[src/rtl/fsm_reinject_queue.sv]
// Show-ahead reinjection queue between the flow FSM and the merger.
// Holds DEPTH entries; ready, empty and occupancy come straight from registered state.

package fsm_reinject_queue_pkg;

    typedef struct packed {
        logic [31:0] tcp_hdr;
        logic [7:0]  flowid;
        logic        payload_val;
        logic [63:0] payload_entry;
    } fsm_reinject_queue_struct;

endpackage

module fsm_reinject_queue
    import fsm_reinject_queue_pkg::*;
#(
    parameter int DEPTH = 8,
    parameter int PTR_W = $clog2(DEPTH)
) (
    input  logic                     clk,
    input  logic                     rst_n,
    input  logic                     fsm_reinject_q_enq_req_val,
    input  fsm_reinject_queue_struct fsm_reinject_q_enq_req_data,
    output logic                     fsm_reinject_q_enq_req_rdy,
    input  logic                     merger_fsm_reinject_q_deq_req_val,
    output fsm_reinject_queue_struct fsm_reinject_q_merger_deq_resp_data,
    output logic                     fsm_reinject_q_merger_empty,
    output logic [PTR_W:0]           fsm_reinject_q_occupancy,
    output logic                     fsm_reinject_q_overflow_err,
    output logic                     fsm_reinject_q_underflow_err
);

    localparam logic [PTR_W:0] FULL_CNT = (PTR_W + 1)'(DEPTH);

    fsm_reinject_queue_struct storage [DEPTH];

    logic [PTR_W-1:0] wr_ptr;
    logic [PTR_W-1:0] rd_ptr;
    logic [PTR_W:0]   occupancy;
    logic             overflow_err;
    logic             underflow_err;

    logic             full;
    logic             empty;
    logic             enq_fire;
    logic             deq_fire;

    // Status decoded from the counter only, so ready never depends on this cycle's dequeue.
    assign full     = (occupancy == FULL_CNT);
    assign empty    = (occupancy == '0);
    assign enq_fire = fsm_reinject_q_enq_req_val & ~full;
    assign deq_fire = merger_fsm_reinject_q_deq_req_val & ~empty;

    assign fsm_reinject_q_enq_req_rdy   = ~full;
    assign fsm_reinject_q_merger_empty  = empty;
    assign fsm_reinject_q_occupancy     = occupancy;
    assign fsm_reinject_q_overflow_err  = overflow_err;
    assign fsm_reinject_q_underflow_err = underflow_err;

    always_comb begin
        fsm_reinject_q_merger_deq_resp_data = '0;
        if (!empty) begin
            fsm_reinject_q_merger_deq_resp_data = storage[rd_ptr];
        end
    end

    // Storage is not cleared by reset; the write is still suppressed in a reset cycle.
    always_ff @(posedge clk) begin
        if (rst_n && enq_fire) begin
            storage[wr_ptr] <= fsm_reinject_q_enq_req_data;
        end
    end

    always_ff @(posedge clk) begin
        if (!rst_n) begin
            wr_ptr        <= '0;
            rd_ptr        <= '0;
            occupancy     <= '0;
            overflow_err  <= 1'b0;
            underflow_err <= 1'b0;
        end else begin
            if (enq_fire) begin
                wr_ptr <= wr_ptr + PTR_W'(1);
            end
            if (deq_fire) begin
                rd_ptr <= rd_ptr + PTR_W'(1);
            end
            case ({enq_fire, deq_fire})
                2'b10:   occupancy <= occupancy + (PTR_W + 1)'(1);
                2'b01:   occupancy <= occupancy - (PTR_W + 1)'(1);
                default: occupancy <= occupancy;
            endcase
            if (fsm_reinject_q_enq_req_val && full) begin
                overflow_err <= 1'b1;
            end
            if (merger_fsm_reinject_q_deq_req_val && empty) begin
                underflow_err <= 1'b1;
            end
        end
    end

endmodule
[config.mk]
export PLATFORM = sky130hd
export DESIGN_NAME = fsm_reinject_queue
export DESIGN_NICKNAME = d
export VERILOG_FILES = /design/src/rtl/fsm_reinject_queue.sv
export SDC_FILE = /design/constraint.sdc
export NUM_CORES = 1
export LEC_CHECK = 0
export ABC_AREA = 1
export CAP_MARGIN = 25
export CORE_MARGIN = 1.5
export CORE_UTILIZATION = 57
export CTS_CLUSTER_DIAMETER = 120
export CTS_CLUSTER_SIZE = 8
export DETAILED_ROUTE_END_ITERATION = 10
export HOLD_SLACK_MARGIN = 0.02
export PLACE_DENSITY = 0.77
export SLEW_MARGIN = 20
export SYNTH_ARGS = -nofsm -noshare
export SYNTH_HDL_FRONTEND = slang
export SYNTH_SLANG_ARGS = --single-unit
[constraint.sdc]
create_clock -name clk -period 25.9 [get_ports clk]
set_input_delay 6.475 -clock clk [delete_from_list [all_inputs] [get_ports clk]]
set_output_delay 6.475 -clock clk [all_outputs]
set_load 0.01 [all_outputs]
==> results.sh, run 1 <==
export IMPL_yosysSeqAreaShare=0.759
export IMPL_worst_pin_slew_ps=1340
export IMPL_vias=21590
export IMPL_syn_area_sq_um=33600
export IMPL_syn_inst=2590
export IMPL_hold_violations=0
export IMPL_fillers=3814
export IMPL_grt_pass1_vias=21704
export IMPL_cts_sinks=855
export IMPL_power_density_nw_per_um2=105
export IMPL_grt_max_degree=245
export IMPL_dr_pass1_iters=5
export IMPL_finalNetCount=2901
export IMPL_grt_first_pass_wirelength_mm=120
export IMPL_synth_area_top_cells="edfxtp_1 75%, nor2_1 8.4%, o21ai_0 4.2%, o211ai_1 2.3%, o21ai_1 2.2%"
export IMPL_critPathKind="reg2out"
export IMPL_total_power_mw=4.12
export IMPL_rrSetupSlack_ps=22010
export IMPL_synth_top_cell_area_share=0.751
export IMPL_rr_worst_depth=8
export IMPL_core_area_sq_um=58000
export IMPL_cts_root_buf="clkbuf_16"
export IMPL_start_util=0.579
export IMPL_layout_drive_gt1_share=0.0600
export IMPL_hpwl_mm=39.5
export IMPL_synth_nets=2704
export IMPL_r2r_end="storage[7][68]"
export IMPL_clk_pin_slew_ps=50
export IMPL_portBuffers=221
export IMPL_cts_hold_buf=0
export IMPL_die_area_sq_um=60400
export IMPL_syn2layout_area_growth_pct=16.9
export IMPL_ctsResizeCount=0
export IMPL_cts_max_level=3
export IMPL_hold_start="fsm_reinject_q_overflow_err"
export IMPL_synth_edf_count=840
export IMPL_end_kind="output port"
export IMPL_antenna_found_initial=6
export IMPL_cpPeakStageDelay_ps=920
export IMPL_routabilityCongestion=0.775
export IMPL_min_period_ps=11310
export IMPL_syn_avg_cell_area_sq_um=13.0
export IMPL_yosysTopAreaCell="edfxtp_1"
export IMPL_setup_tns_ps=0
export IMPL_final_util=0.677
export IMPL_hp_class="reg2reg"
export IMPL_drv_cap=0
export IMPL_slowest_stage="dfxtp_4"
export IMPL_grt_usage=0.261
export IMPL_required_ps=19420
export IMPL_drt_total_wl_mm=79.0
export IMPL_leakagePower_nw=13.1
export IMPL_cp_cell_sequence="clkinv_8 > buf_4 > o21ai_0 > o22ai_1 > nor2_1 > nor2_1 > clkdlybuf4s50_1"
export IMPL_crit_buf_inv=3
export IMPL_final_setup_worst_slack_ps=14590
export IMPL_cp_start_kind="flop"
export IMPL_overflow=0
export IMPL_setup_viol=0
export IMPL_synth_seq_cells=855
export IMPL_r2r_start="fsm_reinject_q_occupancy[1]"
export IMPL_ir_drop_mv=0.0795
export IMPL_ys_warn_count=0
export IMPL_dp_slack_ps=15480
export IMPL_die_h_um=246
export IMPL_drt_iter0_drc=2342
export IMPL_cts_buffers=116
export IMPL_rsz0062_at_grt="no"
export IMPL_drc=0
export IMPL_status="completed"
export IMPL_io_pins=222
export IMPL_arrival_ps=4830
export IMPL_vias_per_cell=6.02
export IMPL_fp_dieW_um=246
export IMPL_synthArstFlopShare=0
export IMPL_whs_path_depth=2
export IMPL_period_share=0.437
export IMPL_slew_violations=0
export IMPL_crit_fanout=232
export IMPL_cpMostUsedCell="nor2_1"
export IMPL_cts_tree="built"
export IMPL_timing_fmax_ghz=0.0884
export IMPL_clock_latency_ps=650
export IMPL_dominantRegCellSynth="edfxtp_1"
export IMPL_relSlewSlack=0.104
export IMPL_wl_per_cell_um=22.0
export IMPL_cts_setup_buffers=0
export IMPL_ant_nets=0
export IMPL_clock_path_buffers=3
export IMPL_ys_types=24
export IMPL_rows=88
export IMPL_fin_skew_ps=19.4
export IMPL_hold_end="fsm_reinject_q_overflow_err"
export IMPL_crit_family="buffers and inverters"
==> cell usage after synthesis, types with 2 or more instances <==
| cell type | count |
|---|---|
| o211ai_1 | 105 |
| buf_6 | 17 |
| dfxtp_1 | 15 |
| nand2_1 | 123 |
| buf_2 | 30 |
| nand3_1 | 7 |
| buf_4 | 29 |
| o21ai_0 | 283 |
| o22ai_1 | 105 |
| nor2_1 | 748 |
| nor3_1 | 5 |
| clkbuf_1 | 94 |
| inv_1 | 19 |
| ha_1 | 5 |
| o21ai_1 | 145 |
| edfxtp_1 | 840 |
| buf_1 | 3 |
| xnor2_1 | 2 |
| a21oi_1 | 10 |
==> metal layers <==
layer | global-route usage | part of all wire | up-vias
met4 | 0.104 | 0.032 | 6
met1 | 0.336 | 0.38 | 10571
li1 | - | - | 9789
met5 | 0 | 0.00046 | -
met2 | 0.437 | 0.50 | 1036
met3 | 0.0499 | 0.082 | 188
==> cell type report <==
class	count	area (sq um)	area share
Clock buffer	142	3020	0.0769
Inverter	21	92.6	0.00236
Timing Repair Buffer	253	2490	0.0634
Multi-Input combinational cell	1540	7120	0.181
Tap cell	765	957	0.0244
Antenna cell	4	10.0	0.000255
Clock inverter	6	52.6	0.00134
Sequential cell	855	25500	0.650
==> how the worst max path moves through the flow <==
stage,depth (start not counted),endpoint,startpoint
6_report,7,fsm_reinject_q_merger_deq_resp_data[80],flop
5_1_grt,7,fsm_reinject_q_merger_deq_resp_data[89],flop
4_1_cts,7,fsm_reinject_q_merger_deq_resp_data[24],flop
3_5_place_dp,7,fsm_reinject_q_merger_deq_resp_data[24],flop
3_3_place_gp,7,fsm_reinject_q_merger_deq_resp_data[72],flop
2_1_floorplan,3,storage[0][0],rst_n
==> report_power, final <==
| group | internal [mW] | total [mW] | switching, mW |
|---|---|---|---|
| registers | 1.57 | 1.62 | 0.0425 |
| clock network | 0.798 | 1.31 | 0.517 |
| logic | 0.463 | 1.19 | 0.728 |
==> layout by cell type (no fill, tap or decap) <==
master / instances
dfxtp_1: 12
nand4_1: 1
o22ai_1: 105
clkbuf_16: 117
clkdlybuf4s50_1: 221
inv_1: 19
buf_12: 3
nand3_1: 6
ha_1: 5
xnor2_1: 2
nor3_2: 4
a21oi_1: 10
nand2_1: 123
diode_2: 4
clkinv_8: 1
o21ai_1: 145
buf_4: 29
o211ai_1: 105
o21ai_0: 283
clkbuf_1: 25
dfxtp_4: 3
clkinv_2: 1
nor2_1: 744
nor2_4: 4
inv_6: 6
edfxtp_1: 840
nor3_1: 1
nand3_4: 1
xor2_1: 1
==> state kept, by name, indices dropped and copies added, names as in the netlist, named ones only <==
register and flops:
fsm_reinject_q_occupancy 4, rd_ptr 3, storage 840, fsm_reinject_q_overflow_err 1, wr_ptr 3, fsm_reinject_q_underflow_err 1
==> stage by stage <==
| step | instances | hold slack, ps | cell area, sq um |
|---|---|---|---|
| final | 3586 | 452 | 39300 |
| after global routing | 3585 | 476 | 39300 |
| after CTS | 3581 | 451 | 39300 |
| after detailed placement | 3433 | 443 | 36200 |
| after global placement | 3432 | 436 | 36200 |
| after floorplan | 2590 | 433 | 33600 |
==> kinds of logic (layout without fill, tap and decap cells) <==
family                   after synthesis  in the layout  synth area share
AND/OR/NAND/NOR                      884            884            0.0993
flip-flops                           855            855             0.759
AO/OA/AOI/OAI                        648            648             0.108
buffers and inverters                195            422            0.0304
adder cells (fa/ha/maj)                5              5           0.00186
XOR/XNOR                               3              3          0.000782
other                                  0              4                 0
==> worst register-to-register path, stage by stage, from the launching register on <==
cell and delay (ps):
dfxtp_1 430, nor2_1 130, nand3_1 120, nand2_1 200, inv_1 130, nand3_1 300, nor2_4 730, buf_4 690
buf_4 720
(Power assumes the default switching activity.)
==> run 2, diff against run 1 <==
Clock period 25.9 ns to 11.3 ns, I/O delays scaled along.
==> run 2 against run 1 <==
  * Cell count up 0.14%
  * Register-to-register slack got worse by 14000 ps
  * Die area did not move
  * Sequential cell count stayed put
  * Power grew 130%
  * Critical path depth rose by 2
  * Worst hold slack better by 2.1 ps
  * Critical endpoint is now fsm_reinject_q_merger_deq_resp_data[42]
  * Largest cell class unchanged
==> results.sh, run 2 (synthesis results as in run 1) <==
export IMPL_status="completed"
export IMPL_timing_fmax_ghz=0.135
export IMPL_clock_path_buffers=3
export IMPL_drv_cap=0
export IMPL_mostFrequentLayoutCells="840 x edfxtp_1, 744 x nor2_1, 283 x o21ai_0"
export IMPL_fp_dieW_um=246
export IMPL_dp_cells=3436
export IMPL_crit_fanout=89
export IMPL_cts_setup_buffers=0
export IMPL_dp_slack_ps=4500
export IMPL_cts_tree="built"
export IMPL_routabilityCongestion=0.778
export IMPL_hpwl_mm=40.0
export IMPL_power_density_nw_per_um2=240
export IMPL_grt_usage=0.261
export IMPL_drt_total_wl_mm=78.8
export IMPL_grt_use_met3=0.0469
export IMPL_io_pins=222
export IMPL_portBuffers=221
export IMPL_relSlewSlack=0.313
export IMPL_layout_drive_gt1_share=0.0617
export IMPL_drt_iter0_drc=2083
export IMPL_cts_max_level=3
export IMPL_period_share=0.657
export IMPL_antenna_found_initial=10
export IMPL_ir_drop_mv=0.201
export IMPL_grt_util_met2=0.445
export IMPL_drc=0
export IMPL_required_ps=8480
export IMPL_finalNonFillerCells=3591
export IMPL_cts_hold_buf=0
export IMPL_cp_start_kind="flop"
export IMPL_clk_pin_slew_ps=50
export IMPL_largest_register="storage"
export IMPL_setup_viol=0
export IMPL_slew_violations=0
export IMPL_final_util=0.679
export IMPL_finalNetCount=2906
export IMPL_vias=21494
export IMPL_final_common_cell="edfxtp_1"
export IMPL_die_area_sq_um=60400
export IMPL_rows=88
export IMPL_critPathKind="reg2out"
export IMPL_wl_per_cell_um=22.0
export IMPL_grt_pass1_vias=21612
export IMPL_hold_violations=0
export IMPL_cts_root_buf="clkbuf_16"
export IMPL_ctsResizeCount=0
export IMPL_dr_pass1_iters=6
export IMPL_grt_busiest_layer="met2"
export IMPL_largest_reg_flops=840
export IMPL_hp_class="reg2reg"
export IMPL_syn2layout_area_growth_pct=17.2
export IMPL_grt_max_degree=229
export IMPL_leakagePower_nw=13.2
export IMPL_end_kind="output port"
export IMPL_rsz0062_at_grt="no"
export IMPL_arrival_ps=4600
export IMPL_grtUsageMet1=0.336
export IMPL_ant_nets=0
export IMPL_min_period_ps=7420
export IMPL_cts_buffers=116
export IMPL_start_util=0.579
export IMPL_fin_skew_ps=16.4
export IMPL_die_h_um=246
export IMPL_overflow=0
export IMPL_final_setup_worst_slack_ps=3880
export IMPL_clock_latency_ps=660
export IMPL_core_area_sq_um=58000
export IMPL_worst_pin_slew_ps=1030
export IMPL_grt_first_pass_wirelength_mm=121
export IMPL_setup_tns_ps=0
export IMPL_cts_sinks=855
export IMPL_vias_per_cell=5.99
==> run 2: changes by cell type in the layout (fill, tap and decap cells not counted), moves of 2 or more <==
cell / delta
clkbuf_1: -2
diode_2: +2
buf_4: +3
buf_16: +3
clkinv_8: +2
inv_6: -3
==> run 2: layout make-up <==
cell class / instances / area, sq um
diodes: 6 / 15.0
clock buffers: 139 / 2990
clock inverters: 7 / 109
fillers: 3837 / 18600
inverters: 21 / 92.6
multi-input cells: 1540 / 7120
flip-flops and latches: 855 / 25500
well taps: 765 / 957
repair buffers: 258 / 2570
==> run 2: worst paths after layout <==
check / startpoint / end / slack (ps) / cells after the start
worst max register to register: fsm_reinject_q_occupancy[1] / fsm_reinject_q_occupancy[2] / 7710 / 14
worst min register to register: fsm_reinject_q_overflow_err / fsm_reinject_q_overflow_err / 450 / 2
worst max-delay path: flop / fsm_reinject_q_merger_deq_resp_data[42] / 3880 / 9
worst min-delay path: fsm_reinject_q_overflow_err / fsm_reinject_q_overflow_err / 450 / 2
==> run 2: where the power goes <==
| part | internal, mW | leakage [nW] | total [mW] | switching (mW) |
|---|---|---|---|---|
| Clock | 1.82 | 1.51 | 3.01 | 1.19 |
| Combinational | 1.07 | 3.98 | 2.75 | 1.68 |
| Sequential | 3.61 | 7.71 | 3.70 | 0.0899 |
| Total | 6.50 | 13.2 | 9.46 | 2.96 |
==> run 2: through the flow <==
stage	hold WS, ps	total power [mW]	cell area, sq um
final	454	9.46	39400
after floorplan	433	5.30	33600
after global routing	478	9.88	39400
after CTS	455	9.48	39300
after global placement	432	6.38	36200
after detailed placement	449	6.47	36200
==> run 2: metal layers <==
layer / wire length, um / part of all wire
met5: 52 / 0.00066
met4: 2020 / 0.026
met3: 6650 / 0.084
met2: 39900 / 0.51
met1: 30300 / 0.38
==> run 2: critical path, cell delays in order, from the launching register on <==
cell             delay (ps)
dfxtp_4                 760
buf_4                   800
buf_4                   790
nor2_1                  140
nor2_1                  120
o21ai_1                  90
o211ai_1                150
nand2_1                 120
nor2_1                  260
clkdlybuf4s50_1         610
==> run 3, diff against run 2 <==
Clock period 11.3 ns to 7 ns, I/O delays scaled along.
==> run 3 against run 2 <==
  * Largest cell class unchanged
  * Cell count barely moved
  * Via count rose by 1.2%
  * Clock power rose by 63%
  * Count of clock-buffer cells in the layout rose by 4
==> results.sh, run 3 (synthesis results as in run 1) <==
export IMPL_setup_viol=0
export IMPL_clock_latency_ps=650
export IMPL_min_period_ps=5880
export IMPL_worst_pin_slew_ps=996
export IMPL_finalNetCount=2899
export IMPL_final_common_cell="edfxtp_1"
export IMPL_grt_pass1_vias=22109
export IMPL_clock_path_buffers=3
export IMPL_total_power_mw=15.3
export IMPL_fillers=3836
export IMPL_fin_area_sq_um=39500
export IMPL_clk_pin_slew_ps=50
export IMPL_timing_fmax_ghz=0.170
export IMPL_fp_dieW_um=246
export IMPL_drc=0
export IMPL_hold_start="fsm_reinject_q_underflow_err"
export IMPL_core_area_sq_um=58000
export IMPL_dr_pass1_iters=6
export IMPL_cp_endpoint="fsm_reinject_q_merger_deq_resp_data[35]"
export IMPL_r2r_start="fsm_reinject_q_occupancy[1]"
export IMPL_slew_violations=0
export IMPL_crit_fanout=136
export IMPL_end_kind="output port"
export IMPL_io_pins=222
export IMPL_regArea_sq_um=25500
export IMPL_cts_root_buf="clkbuf_16"
export IMPL_portBuffers=221
export IMPL_required_ps=5250
export IMPL_grt_first_pass_wirelength_mm=122
export IMPL_die_area_sq_um=60400
export IMPL_cp_start_kind="flop"
export IMPL_syn2layout_area_growth_pct=17.5
export IMPL_rsz0062_at_grt="no"
export IMPL_setup_tns_ps=0
export IMPL_antenna_found_initial=10
export IMPL_drv_cap=0
export IMPL_ctsResizeCount=0
export IMPL_leakagePower_nw=13.2
export IMPL_drt_total_wl_mm=79.3
export IMPL_multi_input_area_sq_um=7120
export IMPL_vias=21753
export IMPL_hp_class="reg2reg"
export IMPL_ir_drop_mv=0.299
export IMPL_rr_worst_depth=12
export IMPL_cts_setup_buffers=0
export IMPL_rrSetupSlack_ps=4030
export IMPL_vias_per_cell=6.06
export IMPL_cts_tree="built"
export IMPL_cts_hold_buf=0
export IMPL_post_dp_cell_area_sq_um=36300
export IMPL_drt_iter0_drc=2272
export IMPL_routabilityCongestion=0.777
export IMPL_period_share=0.840
export IMPL_mostFrequentLayoutCells="840 x edfxtp_1, 744 x nor2_1, 283 x o21ai_0"
export IMPL_overflow=0
export IMPL_cts_max_level=3
export IMPL_fin_skew_ps=18.3
export IMPL_start_util=0.579
export IMPL_largest_reg_flops=840
export IMPL_hpwl_mm=38.9
export IMPL_grt_usage=0.263
export IMPL_ant_nets=0
export IMPL_wl_per_cell_um=22.1
export IMPL_die_h_um=246
export IMPL_arrival_ps=4130
export IMPL_hold_violations=0
export IMPL_status="completed"
export IMPL_layout_drive_gt1_share=0.0593
export IMPL_critPathKind="reg2out"
export IMPL_grt_max_degree=263
export IMPL_r2r_end="fsm_reinject_q_occupancy[2]"
export IMPL_largest_register="storage"
export IMPL_cts_sinks=855
export IMPL_power_density_nw_per_um2=388
export IMPL_rows=88
export IMPL_relSlewSlack=0.336
export IMPL_cts_buffers=116
## run 3: cell count changes in the layout (fill, tap and decap cells not counted)
cell and change:
clkinv_16 -1, buf_4 -17, buf_16 -2, inv_16 -1, diode_2 +3, clkbuf_1 +1
inv_6 -1, buf_12 +12, clkbuf_16 +3
## run 3: worst min-delay path by stage
stage,slack (ps),cells after the start,to
3_3_place_gp,440,2,flop
3_5_place_dp,440,2,fsm_reinject_q_underflow_err
2_1_floorplan,430,2,flop
5_1_grt,470,2,fsm_reinject_q_underflow_err
6_report,450,2,fsm_reinject_q_underflow_err
4_1_cts,450,2,fsm_reinject_q_underflow_err
## run 3: routing by layer
layer  global-route usage  share of wire
met1                0.342           0.39
met2                0.439           0.50
met3               0.0459          0.076
met4                0.113          0.029
met5                    0        0.00043
## run 3: worst max-delay path: stages (launching register included)
cell	delay, ps
dfxtp_4	850
clkinv_8	610
buf_16	450
buf_4	360
o21ai_0	250
o22ai_1	120
nor2_1	120
nor2_1	90
clkdlybuf4s50_1	490
## run 3: layout make-up
| type | instances | share of cell area |
|---|---|---|
| sequential | 855 | 0.647 |
| clock buffer | 143 | 0.0777 |
| antenna | 9 | 0.000570 |
| clock inverter | 4 | 0.00127 |
| timing repair buffer | 251 | 0.0667 |
| inverter | 21 | 0.00235 |
| tap | 765 | 0.0242 |
| multi-input combinational | 1540 | 0.180 |
## run 3: through the flow
step,util,instances,hold WS (ps),setup WS (ps)
2_1_floorplan,-,2590,433,-2910
3_3_place_gp,0.625,3428,437,1860
3_5_place_dp,0.625,3430,443,1750
4_1_cts,0.679,3577,449,992
5_1_grt,0.680,3585,470,834
6_report,0.680,3588,446,1120
## run 3: report_power, final
| group | switching (mW) | internal [mW] | total (mW) |
|---|---|---|---|
| clock network | 1.91 | 2.99 | 4.90 |
| registers | 0.129 | 5.82 | 5.95 |
| logic | 2.74 | 1.74 | 4.48 |
| total | 4.78 | 10.6 | 15.3 |
